`config.mk`:
```
export PLATFORM = sky130hd
export DESIGN_NAME = reg_scoreboard_flat
export DESIGN_NICKNAME = d
export VERILOG_FILES = /design/src/rtl/reg_scoreboard_if.sv /design/src/rtl/reg_scoreboard.sv /design/src/flat_wrapper.sv
export SDC_FILE = /design/constraint.sdc
export NUM_CORES = 1
export LEC_CHECK = 0
export ABC_AREA = 1
export BUFFER_PORTS_ARGS = -buffer_cell sky130_fd_sc_hd__buf_2
export CORE_MARGIN = 2
export CORE_UTILIZATION = 51
export DETAILED_ROUTE_END_ITERATION = 8
export PLACE_DENSITY = 0.75
export SLEW_MARGIN = 20
export SYNTH_ARGS = -nofsm -noshare
export SYNTH_HDL_FRONTEND = slang
export SYNTH_SLANG_ARGS = --single-unit
```
`constraint.sdc`:
```
create_clock -name clk -period 7.3 [get_ports clk]
set_input_delay 2.19 -clock clk [delete_from_list [all_inputs] [get_ports clk]]
set_output_delay 2.19 -clock clk [all_outputs]
set_load 0.005 [all_outputs]
```
`src/rtl/reg_scoreboard_if.sv`:
```
`default_nettype none
// ============================================================================
//  Module      : reg_scoreboard_if
//  Description : Bundle of decode, write-back, squash, drain and status signals
//                exchanged between the Y86-64 pipeline and the register-file
//                scoreboard.
//                  master - pipeline side (drives instructions, releases, drain)
//                  slave  - scoreboard side (drives id_ready, drain_done,
//                           busy_mask, stall_cnt)
//  Parameters  : NREG - number of tracked architectural registers
//  Revision    : 1.0 - initial release
// ============================================================================
interface reg_scoreboard_if #(
   parameter int NREG = 15
);
   // decode / issue
   logic            id_valid;
   logic [3:0]      id_icode;
   logic [3:0]      id_rA;
   logic [3:0]      id_rB;
   logic [3:0]      id_dstE;
   logic [3:0]      id_dstM;
   logic            id_ready;
   // write-back releases
   logic            wb_e_valid;
   logic            wb_m_valid;
   logic [3:0]      wb_e_reg;
   logic [3:0]      wb_m_reg;
   // squash releases
   logic            sq_e_valid;
   logic            sq_m_valid;
   logic [3:0]      sq_e_reg;
   logic [3:0]      sq_m_reg;
   // drain control and status
   logic            drain_req;
   logic            drain_done;
   logic [NREG-1:0] busy_mask;
   logic [31:0]     stall_cnt;

   modport master (
      output id_valid, id_icode, id_rA, id_rB, id_dstE, id_dstM,
      output wb_e_valid, wb_m_valid, wb_e_reg, wb_m_reg,
      output sq_e_valid, sq_m_valid, sq_e_reg, sq_m_reg,
      output drain_req,
      input  id_ready, drain_done, busy_mask, stall_cnt
   );

   modport slave (
      input  id_valid, id_icode, id_rA, id_rB, id_dstE, id_dstM,
      input  wb_e_valid, wb_m_valid, wb_e_reg, wb_m_reg,
      input  sq_e_valid, sq_m_valid, sq_e_reg, sq_m_reg,
      input  drain_req,
      output id_ready, drain_done, busy_mask, stall_cnt
   );
endinterface
`default_nettype wire

```
`src/rtl/reg_scoreboard.sv`:
```
`default_nettype none
// ============================================================================
//  Module      : reg_scoreboard
//  Description : Register-file scoreboard and issue controller for the Y86-64
//                pipelined core. Derives source registers from the icode,
//                stalls decode while a source has an outstanding write, and
//                counts in-flight destination writes per register. Write-back
//                and squash ports release writes; a RUN/DRAIN/DONE sequence
//                supports halts and exceptions.
//  Ports       : clk      - rising-edge clock
//                rst_n    - asynchronous active-low reset
//                sb       - reg_scoreboard_if.slave (decode, wb, squash, drain,
//                           id_ready, drain_done, busy_mask, stall_cnt)
//  Parameters  : SBW  - per-register counter width (max 2^SBW-1 in flight)
//                NREG - tracked registers, IDs 0..NREG-1 (NREG <= 15, ID F
//                       means "no register")
//  Macros      : REG_SB_BYPASS_EN - a source with exactly one pending write
//                that is being written back this cycle is not treated as busy
//  Revision    : 1.0 - initial release
// ============================================================================
module reg_scoreboard #(
   parameter int SBW  = 2,
   parameter int NREG = 15
) (
   input logic              clk,
   input logic              rst_n,
   reg_scoreboard_if.slave  sb
);

   localparam logic [SBW+1:0] CNT_MAX = (SBW+2)'((1 << SBW) - 1);

   typedef enum logic [1:0] {
      ST_RUN   = 2'd0,
      ST_DRAIN = 2'd1,
      ST_DONE  = 2'd2
   } state_t;

   state_t          state;
   logic [SBW-1:0]  cnt      [NREG];
   logic [SBW-1:0]  cnt_next [NREG];
   logic [NREG-1:0] busy_q;
   logic [31:0]     stall_q;
   logic            done_q;

   logic [3:0]      src_a;
   logic [3:0]      src_b;
   logic [NREG-1:0] busy_eff;
   logic [15:0]     busy_pad;
   logic [NREG-1:0] ovf_vec;
   logic [NREG-1:0] underflow_vec;
   logic [NREG-1:0] nz_next;
   logic            hazard;
   logic            overflow;
   logic            ready;
   logic            issue;

   // ------------------------------------------------------------------------
   // Source register derivation from icode
   // ------------------------------------------------------------------------
   always_comb begin
      src_a = 4'hF;
      src_b = 4'hF;
      case (sb.id_icode)
         4'h2: src_a = sb.id_rA;                              // cmovxx
         4'h4,
         4'h6: begin src_a = sb.id_rA; src_b = sb.id_rB; end // rmmovq, OPq
         4'h5: src_b = sb.id_rB;                              // mrmovq
         4'h8: src_b = 4'h4;                                  // call
         4'h9,
         4'hB: begin src_a = 4'h4; src_b = 4'h4; end         // ret, popq
         4'hA: begin src_a = sb.id_rA; src_b = 4'h4; end     // pushq
         default: begin src_a = 4'hF; src_b = 4'hF; end
      endcase
   end

   // ------------------------------------------------------------------------
   // Per-register counter next-state, busy and overflow terms
   // ------------------------------------------------------------------------
   for (genvar r = 0; r < NREG; r++) begin : g_reg
      localparam logic [3:0] RID = 4'(r);

      logic [1:0]     inc_cand;
      logic [1:0]     inc;
      logic [2:0]     dec;
      logic [SBW+1:0] sum;

      // increment this instruction would apply if it issued
      assign inc_cand = 2'(sb.id_dstE == RID) + 2'(sb.id_dstM == RID);
      assign inc      = issue ? inc_cand : 2'd0;
      assign dec      = 3'(sb.wb_e_valid && (sb.wb_e_reg == RID))
                      + 3'(sb.wb_m_valid && (sb.wb_m_reg == RID))
                      + 3'(sb.sq_e_valid && (sb.sq_e_reg == RID))
                      + 3'(sb.sq_m_valid && (sb.sq_m_reg == RID));
      assign sum      = (SBW+2)'(cnt[r]) + (SBW+2)'(inc);

      // overflow is judged on the candidate increment so id_ready does not
      // depend on itself through issue
      assign ovf_vec[r]       = ((SBW+2)'(cnt[r]) + (SBW+2)'(inc_cand)) > CNT_MAX;
      // releasing more than is outstanding is a protocol error; hold at zero
      assign underflow_vec[r] = (SBW+2)'(dec) > sum;
      assign cnt_next[r]      = underflow_vec[r] ? '0 : SBW'(sum - (SBW+2)'(dec));
      assign nz_next[r]       = (cnt_next[r] != '0);

`ifdef REG_SB_BYPASS_EN
      logic wb_hit;
      // only write-back ports forward; squash releases never bypass
      assign wb_hit      = (sb.wb_e_valid && (sb.wb_e_reg == RID))
                        || (sb.wb_m_valid && (sb.wb_m_reg == RID));
      assign busy_eff[r] = (cnt[r] != '0) && !((cnt[r] == SBW'(1)) && wb_hit);
`else
      assign busy_eff[r] = (cnt[r] != '0);
`endif
   end

   // Pad to 16 entries so ID F (and any unused ID) looks up as never busy.
   assign busy_pad = 16'(busy_eff);
   assign hazard   = busy_pad[src_a] | busy_pad[src_b];
   assign overflow = |ovf_vec;
   assign ready    = (state == ST_RUN) && !hazard && !overflow;
   assign issue    = sb.id_valid && ready;

   // ------------------------------------------------------------------------
   // Counters, status registers and drain FSM
   // ------------------------------------------------------------------------
   always_ff @(posedge clk or negedge rst_n) begin
      if (!rst_n) begin
         state   <= ST_RUN;
         busy_q  <= '0;
         stall_q <= '0;
         done_q  <= 1'b0;
         for (int r = 0; r < NREG; r++) begin
            cnt[r] <= '0;
         end
      end else begin
         for (int r = 0; r < NREG; r++) begin
            cnt[r] <= cnt_next[r];
         end
         busy_q <= nz_next;
         if (sb.id_valid && !ready) begin
            stall_q <= stall_q + 32'd1;
         end
         case (state)
            ST_RUN: begin
               if (sb.drain_req) begin
                  state <= ST_DRAIN;
               end
            end
            ST_DRAIN: begin
               if (!sb.drain_req) begin
                  state <= ST_RUN;
               end else if (nz_next == '0) begin
                  // judged on post-update counters so a same-cycle release
                  // of the last write completes the drain
                  state  <= ST_DONE;
                  done_q <= 1'b1;
               end
            end
            ST_DONE: begin
               if (!sb.drain_req) begin
                  state  <= ST_RUN;
                  done_q <= 1'b0;
               end
            end
            default: begin
               state  <= ST_RUN;
               done_q <= 1'b0;
            end
         endcase
      end
   end

   assign sb.id_ready   = ready;
   assign sb.busy_mask  = busy_q;
   assign sb.stall_cnt  = stall_q;
   assign sb.drain_done = done_q;

`ifndef SYNTHESIS
   always_ff @(posedge clk) begin
      if (rst_n) begin
         assert (underflow_vec == '0)
            else $error("reg_scoreboard: release of a register with no write in flight");
      end
   end
`endif

endmodule
`default_nettype wire
```
`src/flat_wrapper.sv`:
```
// flat-port wrapper written by rule: the top's interface ports become plain ports
module reg_scoreboard_flat 
#(
   parameter int SBW  = 2,
   parameter int NREG = 15
)
  (clk, rst_n, sb_id_valid, sb_id_icode, sb_id_rA, sb_id_rB, sb_id_dstE, sb_id_dstM, sb_wb_e_valid, sb_wb_m_valid, sb_wb_e_reg, sb_wb_m_reg, sb_sq_e_valid, sb_sq_m_valid, sb_sq_e_reg, sb_sq_m_reg, sb_drain_req, sb_id_ready, sb_drain_done, sb_busy_mask, sb_stall_cnt);
  reg_scoreboard_if #(.NREG(NREG)) sb_i ();
  input logic clk;
  input logic rst_n;
  input wire logic [$bits(sb_i.id_valid)-1:0] sb_id_valid;
  input wire logic [$bits(sb_i.id_icode)-1:0] sb_id_icode;
  input wire logic [$bits(sb_i.id_rA)-1:0] sb_id_rA;
  input wire logic [$bits(sb_i.id_rB)-1:0] sb_id_rB;
  input wire logic [$bits(sb_i.id_dstE)-1:0] sb_id_dstE;
  input wire logic [$bits(sb_i.id_dstM)-1:0] sb_id_dstM;
  input wire logic [$bits(sb_i.wb_e_valid)-1:0] sb_wb_e_valid;
  input wire logic [$bits(sb_i.wb_m_valid)-1:0] sb_wb_m_valid;
  input wire logic [$bits(sb_i.wb_e_reg)-1:0] sb_wb_e_reg;
  input wire logic [$bits(sb_i.wb_m_reg)-1:0] sb_wb_m_reg;
  input wire logic [$bits(sb_i.sq_e_valid)-1:0] sb_sq_e_valid;
  input wire logic [$bits(sb_i.sq_m_valid)-1:0] sb_sq_m_valid;
  input wire logic [$bits(sb_i.sq_e_reg)-1:0] sb_sq_e_reg;
  input wire logic [$bits(sb_i.sq_m_reg)-1:0] sb_sq_m_reg;
  input wire logic [$bits(sb_i.drain_req)-1:0] sb_drain_req;
  output wire logic [$bits(sb_i.id_ready)-1:0] sb_id_ready;
  output wire logic [$bits(sb_i.drain_done)-1:0] sb_drain_done;
  output wire logic [$bits(sb_i.busy_mask)-1:0] sb_busy_mask;
  output wire logic [$bits(sb_i.stall_cnt)-1:0] sb_stall_cnt;
  assign sb_i.id_valid = sb_id_valid;
  assign sb_i.id_icode = sb_id_icode;
  assign sb_i.id_rA = sb_id_rA;
  assign sb_i.id_rB = sb_id_rB;
  assign sb_i.id_dstE = sb_id_dstE;
  assign sb_i.id_dstM = sb_id_dstM;
  assign sb_i.wb_e_valid = sb_wb_e_valid;
  assign sb_i.wb_m_valid = sb_wb_m_valid;
  assign sb_i.wb_e_reg = sb_wb_e_reg;
  assign sb_i.wb_m_reg = sb_wb_m_reg;
  assign sb_i.sq_e_valid = sb_sq_e_valid;
  assign sb_i.sq_m_valid = sb_sq_m_valid;
  assign sb_i.sq_e_reg = sb_sq_e_reg;
  assign sb_i.sq_m_reg = sb_sq_m_reg;
  assign sb_i.drain_req = sb_drain_req;
  assign sb_id_ready = sb_i.id_ready;
  assign sb_drain_done = sb_i.drain_done;
  assign sb_busy_mask = sb_i.busy_mask;
  assign sb_stall_cnt = sb_i.stall_cnt;
  reg_scoreboard #(.SBW(SBW), .NREG(NREG)) u_core (.clk(clk), .rst_n(rst_n), .sb(sb_i));
endmodule
```
### Word-level counts from Yosys, hierarchy flattened

Cells that the tools add are included.

| word-level totals | value |
|---|---|
| register bits | 80 |
| latch bits | 0 |
| memory bits (writable) | 0 |
| memory bits (read-only) | 0 |
| input port bits | 44 |
| logic and storage cells | 415 |
| memories kept | 0 |

| operators by class | value |
|---|---|
| $add $sub $neg | 106 |
| $mul | 0 |
| div/mod/pow operators | 0 |
| order comparisons | 32 |
| equality and inequality tests | 99 |
| shifts and indexed selects | 0 |
| muxes and demuxes | 45 |
| bitwise logic cells | 2 |
| reduce and logical (&&, ||, !) cells | 112 |

Operator list:

| cell | count |
|---|---|
| equality test 4 bit, second input constant | 46 |
| equality test 4 x 3 -> 1 bit, second input constant | 27 |
| adder 2 x 2 -> 3 bit | 30 |
| adder 3 x 1 -> 3 bit | 30 |
| two-way mux 2 bit | 34 |
| logical AND 1 bit | 64 |
| adder 1 x 1 -> 2 bit | 30 |
| greater-than comparator 4 x 2 -> 1 bit, second input constant | 15 |
| nonzero test 2 bit | 30 |
| equality test 4 x 2 -> 1 bit, second input constant | 13 |
| greater-than comparator 3 bit | 15 |
| adder 32 x 1 -> 32 bit, second input constant | 1 |
| subtractor 2 bit | 15 |
| equality test 4 x 1 -> 1 bit, second input constant | 6 |
| zero test 4 bit | 6 |
| one-hot mux 4 bit (2 select lines) | 2 |
| zero test 15 bit | 1 |
| OR reduction 15 bit | 1 |
| less-than comparator 4 x 5 -> 1 bit, second input constant | 2 |
| binary-select mux 1 bit (select 4 bit) | 2 |
| OR reduction 4 bit | 2 |
| inequality test 2 bit, second input constant | 3 |
| one-hot mux 2 bit (3 select lines) | 1 |
| two-way mux 1 bit | 5 |
| other kinds (13) | 15 |

### Depth between registers and ports, before layout

Gate-level depths: netlist of the first run.

| logic depth | value |
|---|---|
| depth after elaboration | 19 |
| gate-level depth with buffers | 31 |
| mapped depth without buffers | 30 |

### Least setup slack after synthesis of the first run

Ideal clock, no wire load.

| timing path | value |
|---|---|
| path kind | in2reg |
| start point | input port sb_id_dstM[2] |
| end point | register u_core.done_q (netlist: u_core.sb.drain_done) |
| setup time | 0.077 ns |
| data arrival time | 5.801 ns |
| slack | 1.421 ns |
| cell stages on the path | 31 |
| cells stage by stage | inv_1 nand2_1 nor2_1 ha_1 ha_1 nand3_1 nand2_1 nor2_1 nand4_1 nor2_1 nand2_1 nor2_2 nand2_4 inv_4 nand2_4 buf_6 nor2_2 ha_1 inv_1 fa_1 ha_1 nand2_1 o21ai_0 a21boi_0 nor2_1 nand2_1 nor3_1 nand2_1 nor2_1 nand2_1 a21oi_1 |

RTL lines:

| item | line | text |
|---|---|---|
| from (decl) | flat_wrapper.sv:16 | `input wire logic [$bits(sb_i.id_dstM)-1:0] sb_id_dstM;` |
| to (signal assigned) | reg_scoreboard.sv:130 | `done_q <= 1'b0;` |
| to (signal assigned) | reg_scoreboard.sv:155 | `done_q <= 1'b1;` |
| to (signal assigned) | reg_scoreboard.sv:161 | `done_q <= 1'b0;` |
| to (decl) | reg_scoreboard.sv:43 | `logic done_q;` |

==> key figures, run 1 <==
Logic synthesis
  • Yosys warning count: 0
  • Register area share after synthesis: around 24%
  • Count of state elements after synthesis: 80
  • Mean Syn Cell Area: approximately 7.5 µm²
  • Cells after Synth: 1087
  • Number of distinct standard cells referenced by the synthesized netlist: 36
  • Synth Net Count: 1297
  • Area of the mapped netlist: 8200 µm²

Global route
  • Overall routing resource usage: between 20% and 30%
  • Via count of the first global-routing pass: 7035
  • Initial antenna violation count: 0
  • Maximum number of pins on one net before global-route repair: 53
  • Global-route wire length before repair: 34600 µm
  • Overflow left after global routing: 0

STA
  • Post-route clock period utilization: 89.2%
  • Setup repair after global routing missed its margin: false
  • Final slew viol count: 0
  • Count of final hold-check violations: 0
  • Post-layout minimum cycle time: 6.51 ns
  • Slew headroom: 55.2%
  • Transition time at the pin with the least slew margin: approximately 0.67 ns
  • Number of setup violations in the final report: 0
  • Sum Neg Setup Slack: 0 ns
  • Setup clock skew after layout: 0.0111 ns
  • Maximum clock rate: between 150 and 200 MHz

Floorplan
  • Chip width: 131 µm
  • Die Y: 131 µm
  • Site row count: 46
  • Initial standard-cell utilization of the core: 52.0%
  • Die Footprint: about 17000 µm²
  • Area of the core: between 15000 and 20000 µm²
  • I/O pins: 93

Critical path
  • Critical path's slowest cell: fa_1
  • Critical path endpoint category: register
  • Largest incremental delay on the critical path: 0.51 ns
  • CP Data Required Time: 7.57 ns
  • Kind of start point of the critical path: input port
  • Data arrival time of the critical path: 6.78 ns
  • Largest fanout on the critical path: 15
  • Crit Path Class: in -> reg
  • Cell repeated most along the worst path: nand2_1

Power and ir drop
  • Highest ir drop seen on vdd: between 0.1 and 0.15 mV
  • Leak Pwr: 5.01 nW
  • Cell internal pwr: 1.03 mW
  • Switching Share: about two fifths
  • Psw: between 0.7 and 0.8 mW
  • Portion of total power attributed to combinational logic: around two fifths
  • Ratio of total power to cell area: about 190 nW/µm²
  • Clk network pwr share: 24.0%
  • Share of power burned in registers: 34.3%

Detailed routing
  • Detailed-route wire length per cell: 15.2 µm
  • Remaining DRCs: 0
  • Remaining antenna violation count after routing: 0
  • Via-to-Cell Ratio: between 5 and 6
  • Wirelength, routed: 21200 µm
  • Initial drt markers: 539
  • Vias after detailed routing: 7346
  • TritonRoute pass-1 iters: 5

Cells and area
  • Area delta synth->final: 11.2%
  • Most frequent standard cell in the layout excluding fill and tap cells: nand2_1
  • Post-route standard cell area excluding fillers: 9110 µm²
  • Commonest cells after routing, fill and taps aside: nand2_1, nor2_1, inv_1, ha_1, nand3_1
  • Count of inserted antenna diode cells: 0
  • Share of the core filled with cells: 57.8%
  • Fraction of final layout cells sized beyond drive strength 1: 11.7%
  • Net count, final: 1390

Clocking
  • Clock input transition at the sequential cells of the worst setup and hold paths: about 0.06 ns
  • Clock tree from TritonCTS: yes
  • Maximum clock insertion buffer count: 2
  • CTS-repair resized insts: 0
  • Root Buffer Master: clkbuf_16
  • Cts-stage hold buffer count: 0
  • Count of buffers added by post-CTS timing repair for setup: 0
  • H-Tree Level Count: 3
  • Clk sink count: 80
  • Total CTS buffers: 9
  • Clock latency reported for the late side of the worst-skew pair: roughly 0.35 ns

Place
  • PortBufs: 92
  • Detailed placement HPWL: 17700 µm
  • Placer congestion estimate: 0.968
  • Post-DP Area: roughly 9000 µm²

Worst hold path
  • Worst min-delay path class: reg -> reg

Job
  • Number of max-cap violations: 0

Outcome
  • Status: finished, final reports clean
-- metrics by stage --
stage                     hold WS (ns)  instances  worst slack, ns  total power, mW
after detailed placement         0.499       1385            0.435             1.33
after global routing             0.541       1400            0.356             1.89
final                            0.512       1400            0.787             1.75
after CTS                        0.513       1400            0.770             1.75
after floorplan                  0.485       1087             1.42             1.10
after global placement           0.487       1385            0.421             1.31
-- kinds of logic after synthesis --
group,share of synthesized area [%]
adder cells (fa/ha/maj),28.1
AND/OR/NAND/NOR,30.4
AO/OA/AOI/OAI,3.77
flip-flops,24.4
XOR/XNOR,4.70
buffers and inverters,8.58
-- final cells by class --
class	instances	area, µm²
well taps	216	270
multi-input cells	834	5490
inverters	160	603
clock inverters	5	35.0
clock buffers	10	229
flip-flops and latches	80	2000
fillers	1512	6660
repair buffers	95	485
-- power by group through the flow --
stage | Combinational [mW] | Sequential [mW] | Clock (mW)
after floorplan | 0.516 | 0.583 | 0
after global placement | 0.705 | 0.607 | 0
after detailed placement | 0.723 | 0.606 | 0
after CTS | 0.730 | 0.598 | 0.425
after global routing | 0.832 | 0.608 | 0.445
final | 0.730 | 0.600 | 0.420
-- path summary, 6_finish.rpt --
check | startpoint | endpoint | slack, ns | cells after the start
max in group asynchronous | rst_n | u_core.sb.busy_mask[4] | 4.53 | 2
setup / recovery | sb_id_dstM[2] | u_core.sb.drain_done | 0.79 | 28
hold / removal | u_core.sb.stall_cnt[30] | u_core.sb.stall_cnt[30] | 0.51 | 2
setup reg to reg | u_core.cnt[11] | u_core.sb.drain_done | 2.82 | 23
hold reg to reg | u_core.sb.stall_cnt[30] | u_core.sb.stall_cnt[30] | 0.51 | 2
min in group asynchronous | rst_n | u_core.sb.busy_mask[13] | 1.76 | 1
-- worst max-delay path: cells and delay by family --
family | cells | cell delay (ns)
and+or+nand+nor | 19 | 2.54
AOI/OAI and AO/OA | 3 | 0.47
buffers and inverters | 2 | 0.19
adders and majority gates | 4 | 1.36
-- registers in the layout, indices dropped and copies added (netlist names) --
| signal | cells |
|---|---|
| u_core.state | 2 |
| u_core.sb.drain_done | 1 |
| u_core.cnt | 30 |
| u_core.sb.busy_mask | 15 |
| u_core.sb.stall_cnt | 32 |
-- cells in the mapped netlist, drive strengths merged --
cell type  instances  share of area, %
nand2            223                11
o21a               1             0.092
and2               2              0.15
nand3            114               7.2
nand4              7              0.53
xnor2             18               1.9
o31ai              1             0.092
or2                1             0.076
o21ai             19               1.2
inv              160               7.4
ha               136                21
o2111a             1              0.14
clkbuf             4              0.20
dfrtp             80                24
nor3b              1             0.092
xor2              26               2.8
a21oi             20               1.2
a21boi            10              0.92
nor4              11              0.84
nor3              22               1.3
o22ai              2              0.15
nand3b             6              0.55
buf                9               1.0
fa                30               7.3
nor2             183               8.9
-- layer usage --
| metal | routed length [µm] | global-route usage [%] | up-vias |
|---|---|---|---|
| li1 | - | - | 3658 |
| met1 | 10000 | 36.6 | 3405 |
| met2 | 9360 | 41.2 | 243 |
| met3 | 1380 | 5.33 | 40 |
| met4 | 491 | 7.95 | 0 |
| met5 | 0 | 0 | - |
Power figures use the tool's default switching activity.
==> run 2, diff against run 1 <==
- CELL_PAD_IN_SITES_DETAIL_PLACEMENT: unset -> 1
- CELL_PAD_IN_SITES_GLOBAL_PLACEMENT: unset -> 1
- CORE_UTILIZATION: 51 -> 48
- PLACE_DENSITY: 0.75 -> 0.92
==> run 2 against run 1 <==
Effect of this change: sequential share of layout area fell by 0.066 points; non-clock buffer count did not move; register-to-register slack got worse by 0.45 ns; final cell count rose by 0.36%; critical endpoint unchanged; largest power group unchanged.
==> key figures, run 2 (synthesis results as in run 1) <==
Outcome
  • Status: finished, final reports clean

Critical path
  • Critical path endpoint category: register
  • Crit Path Class: in -> reg
  • CP Data Required Time: 7.57 ns
  • Cell repeated most along the worst path: nand2_1
  • Critical R2R Capture: u_core.sb.drain_done
  • Kind of start point of the critical path: input port
  • Worst reg2reg path startpoint: u_core.cnt[11]
  • Depth of the worst register-to-register path: 26
  • Largest incremental delay on the critical path: approximately 0.47 ns
  • Worst R2R Setup Slack: about 2.4 ns
  • Critical path's slowest cell: fa_1
  • Data arrival time of the critical path: 7.29 ns
  • Largest fanout on the critical path: 15

STA
  • Count of final hold-check violations: 0
  • Post-layout minimum cycle time: 7.02 ns
  • Maximum clock rate: 142 MHz
  • Slew headroom: 48.3%
  • Post-route clock period utilization: 96.2%
  • Setup clock skew after layout: between 0.01 and 0.015 ns
  • Number of setup violations in the final report: 0
  • Transition time at the pin with the least slew margin: 0.775 ns
  • Final slew viol count: 0

Global route
  • Global-route wire length before repair: 44300 µm
  • Overflow left after global routing: 0
  • Maximum number of pins on one net before global-route repair: 59
  • Via count of the first global-routing pass: 8758
  • Initial antenna violation count: 0
  • Overall routing resource usage: 31.5%

Clocking
  • Clock tree from TritonCTS: yes
  • Maximum clock insertion buffer count: 2
  • Clk sink count: 80
  • Clock input transition at the sequential cells of the worst setup and hold paths: 0.06 ns
  • Cts-stage hold buffer count: 0
  • Total CTS buffers: 9
  • H-Tree Level Count: 3
  • Clock latency reported for the late side of the worst-skew pair: approximately 0.36 ns
  • Root Buffer Master: clkbuf_16
  • Count of buffers added by post-CTS timing repair for setup: 0

Detailed routing
  • Detailed-route wire length per cell: 19.7 µm
  • TritonRoute pass-1 iters: 5
  • Remaining antenna violation count after routing: 0
  • Initial drt markers: 474
  • Vias after detailed routing: just under 8000
  • Remaining DRCs: 0
  • Wirelength, routed: 27600 µm
  • Via-to-Cell Ratio: roughly 5.6

Place
  • PortBufs: 92
  • Placer congestion estimate: 1.01
  • Detailed placement HPWL: 22500 µm

Power and ir drop
  • Tot Pwr: 1.86 mW
  • Leak Pwr: 5.03 nW
  • Ratio of total power to cell area: 203 nW/µm²
  • Highest ir drop seen on vdd: about 0.13 mV

Floorplan
  • Area of the core: about 17000 µm²
  • Die Footprint: 18100 µm²
  • Die Y: 135 µm
  • Chip width: 135 µm
  • I/O pins: 93
  • Initial standard-cell utilization of the core: 49.2%
  • Site row count: 47

Cells and area
  • Fraction of final layout cells sized beyond drive strength 1: 11.8%
  • Commonest cells after routing, fill and taps aside: nand2_1, nor2_1, inv_1, ha_1, nand3_1
  • Count of inserted antenna diode cells: 0
  • Most frequent standard cell in the layout excluding fill and tap cells: nand2_1
  • Max reg flops: 32
  • Area delta synth->final: 11.6%
  • Share of the core filled with cells: 54.9%
  • Net count, final: 1390

Worst hold path
  • Worst min-delay path class: reg -> reg
  • Worst Hold Launch: u_core.sb.stall_cnt[30]
  • Hold worst-path end: u_core.sb.stall_cnt[30]
  • Hold Path Stages: 2

Job
  • Number of max-cap violations: 0
run 2: what timing repair did:
item | CTS | global route
gates resized for setup | 0 | 1
hold endpoints to repair | 0 | 0
endpoints found under the setup margin | 0 | 3
run 2: area by class of cell:
cell class / count / area [µm²]
flip-flops and latches: 80 / 2000
clock inverters: 5 / 38.8
multi-input cells: 834 / 5500
well taps: 220 / 275
clock buffers: 11 / 243
repair buffers: 95 / 485
fillers: 2175 / 7500
inverters: 160 / 603
run 2: worst max path at each step:
stage                        from                    to  slack [ns]  cells after the start
CTS                 sb_id_dstE[0]  u_core.sb.drain_done        0.20                     31
detailed placement  sb_id_dstE[1]  u_core.sb.drain_done        0.03                     31
finish              sb_id_dstM[3]  u_core.sb.drain_done        0.28                     30
floorplan           sb_id_dstM[2]  u_core.sb.drain_done        1.42                     31
global route        sb_id_dstE[2]  u_core.sb.drain_done      -0.002                     31
global placement    sb_id_dstM[0]  u_core.sb.drain_done        0.52                     31
run 2: per-stage QoR:
stage	hold WS (ns)	TNS, ns	std cells	worst slack, ns	area [µm²]
2_1_floorplan	0.485	0	1087	1.42	8200
3_3_place_gp	0.488	0	1389	0.524	8860
3_5_place_dp	0.529	0	1389	0.0327	8860
4_1_cts	0.544	0	1405	0.201	9140
5_1_grt	0.560	-0.00192	1405	-0.00192	9140
6_report	0.528	0	1405	0.281	9140
run 2: metal layers:
| layer | GRT usage, % | wire length (µm) | vias to the layer above |
|---|---|---|---|
| li1 | - | - | 3657 |
| met1 | 34.7 | 10700 | 3839 |
| met3 | 5.89 | 1250 | 93 |
| met4 | 14.7 | 1240 | 0 |
| met5 | 0 | 0 | - |
| met2 | 58.1 | 14500 | 252 |
run 2: worst max-delay path, delay by kind of cell:
kind	cells	cell delay, ns
and+or+nand+nor	17	2.46
adders and majority gates	5	1.48
AOI/OAI and AO/OA	4	0.78
buffers and inverters	4	0.36
run 2: report_power, final:
| part | leakage (nW) | internal [mW] | total, mW | switching (mW) |
|---|---|---|---|---|
| Sequential | 1.08 | 0.525 | 0.606 | 0.0803 |
| Combinational | 3.81 | 0.278 | 0.802 | 0.524 |
| Clock | 0.137 | 0.243 | 0.448 | 0.206 |
| Total | 5.03 | 1.05 | 1.86 | 0.810 |
==> run 3, diff against run 2 <==
- PLACE_DENSITY: 0.92 -> 0.9
==> run 3 against run 2 <==
Effect of this change: routed wire length decreased by 1.2%; final cell count unchanged; sequential power barely moved; count of clock-buffer cells in the layout did not move; clock skew barely moved; sequential share of layout area hardly changed; fmax hardly changed; combinational power down 0.9%; highest routed layer unchanged; cell area hardly changed; non-clock buffer count is the same.
==> key figures, run 3 (synthesis results as in run 1) <==
Critical path
  • CP Data Required Time: 7.58 ns
  • Critical R2R Capture: u_core.sb.drain_done
  • Largest fanout on the critical path: 15
  • Crit Path Class: in -> reg
  • Depth of the worst register-to-register path: 26
  • Critical path's slowest cell: fa_1
  • Worst reg2reg path startpoint: u_core.cnt[21]
  • Source of the critical timing path: sb_id_dstE[0]
  • Data arrival time of the critical path: 7.30 ns
  • Setup crit end: u_core.sb.drain_done
  • Critical path endpoint category: register
  • Cell repeated most along the worst path: nand2_1
  • Worst R2R Setup Slack: 2.32 ns
  • Kind of start point of the critical path: input port
  • Largest incremental delay on the critical path: 0.44 ns

Place
  • PortBufs: slightly above 90
  • Detailed placement HPWL: between 20000 and 25000 µm
  • Post-DP Area: 8860 µm²
  • Placed instance count: 1389
  • Placer congestion estimate: 0.951
  • Worst slack, placed: 0.0956 ns

Cells and area
  • Fill count: approximately 2200
  • Net count, final: 1390
  • Most frequent standard cell in the layout excluding fill and tap cells: nand2_1
  • Non-filler cells, final: approximately 1400
  • Fraction of final layout cells sized beyond drive strength 1: 11.7%
  • Post-route standard cell area excluding fillers: 9140 µm²
  • Area delta synth->final: 11.5%
  • Max reg flops: 32
  • Commonest cells after routing, fill and taps aside: nand2_1, nor2_1, inv_1, ha_1, nand3_1
  • Count of inserted antenna diode cells: 0
  • Share of the core filled with cells: 54.9%

Detailed routing
  • Vias after detailed routing: ~8000
  • TritonRoute pass-1 iters: 5
  • Wirelength, routed: roughly 27000 µm
  • Via-to-Cell Ratio: 5.59
  • Remaining DRCs: 0
  • Remaining antenna violation count after routing: 0
  • Detailed-route wire length per cell: 19.4 µm
  • Initial drt markers: 404

Power and ir drop
  • Tot Pwr: 1.85 mW
  • Leak Pwr: 5.02 nW
  • Ratio of total power to cell area: 202 nW/µm²
  • Highest ir drop seen on vdd: 0.128 mV

Floorplan
  • Die Footprint: roughly 18000 µm²
  • Site row count: 47
  • Chip width: about 130 µm
  • I/O pins: just over 90
  • Area of the core: 16600 µm²
  • Initial standard-cell utilization of the core: 49.2%
  • Die Y: roughly 130 µm

STA
  • Setup clock skew after layout: 0.0110 ns
  • Worst Hold Margin: 0.508 ns
  • Sum Neg Setup Slack: 0 ns
  • Post-route clock period utilization: between 90 and 100%
  • Number of setup violations in the final report: 0
  • Slew headroom: about three fifths
  • Final slew viol count: 0
  • Count of final hold-check violations: 0
  • Post-layout minimum cycle time: about 7 ns
  • Transition time at the pin with the least slew margin: about 0.6 ns
  • Final WS setup: 0.277 ns
  • Maximum clock rate: 142 MHz
  • Setup repair after global routing missed its margin: false

Clocking
  • Clock latency reported for the late side of the worst-skew pair: approximately 0.36 ns
  • Clock input transition at the sequential cells of the worst setup and hold paths: 0.06 ns
  • Root Buffer Master: clkbuf_16
  • Clk sink count: 80
  • H-Tree Level Count: 3
  • Clock tree from TritonCTS: yes
  • CTS-repair resized insts: 0
  • Count of buffers added by post-CTS timing repair for setup: 0
  • Maximum clock insertion buffer count: 2
  • Total CTS buffers: 9
  • Cts-stage hold buffer count: 0

Job
  • Number of max-cap violations: 0

Global route
  • Initial antenna violation count: 0
  • Overflow left after global routing: 0
  • Via count of the first global-routing pass: 8601
  • Global-route wire length before repair: 43900 µm
  • Maximum number of pins on one net before global-route repair: 45
  • Overall routing resource usage: 31.3%

Outcome
  • Status: finished, final reports clean

Worst hold path
  • Worst min-delay path class: reg -> reg
-- run 3: cell type report --
class	count	area [µm²]	area share (%)
flip-flops and latches	80	2000	21.9
repair buffers	95	485	5.31
multi-input cells	834	5490	60.1
clock inverters	5	40.0	0.438
clock buffers	11	243	2.66
inverters	160	603	6.60
well taps	220	275	3.01
-- run 3: per-layer routing --
metal	part of all wire, %	GRT usage [%]	vias up
li1	-	-	3666
met3	4.3	5.33	90
met4	5.0	16.0	0
met2	50	55.2	248
met5	0	0	-
met1	41	36.5	3844
-- run 3: report_power, final --
group	internal (mW)	total (mW)	switching, mW
registers	0.525	0.606	0.0803
clock network	0.242	0.447	0.205
logic	0.275	0.795	0.520
-- run 3: critical path, delay by kind of cell --
family | cells | cell delay [ns]
and+or+nand+nor | 19 | 2.71
adders and majority gates | 5 | 1.42
AOI/OAI and AO/OA | 3 | 0.66
buffers and inverters | 4 | 0.33
-- run 3: worst min path at each step --
stage | from | to | slack, ns | depth (start not counted)
3_5_place_dp | u_core.sb.stall_cnt[30] | u_core.sb.stall_cnt[30] | 0.50 | 2
5_1_grt | u_core.sb.stall_cnt[30] | u_core.sb.stall_cnt[30] | 0.53 | 2
3_3_place_gp | u_core.sb.stall_cnt[30] | u_core.sb.stall_cnt[30] | 0.48 | 2
6_report | u_core.sb.stall_cnt[30] | u_core.sb.stall_cnt[30] | 0.51 | 2
4_1_cts | u_core.sb.stall_cnt[30] | u_core.sb.stall_cnt[30] | 0.52 | 2
2_1_floorplan | u_core.sb.stall_cnt[30] | u_core.sb.stall_cnt[30] | 0.49 | 2
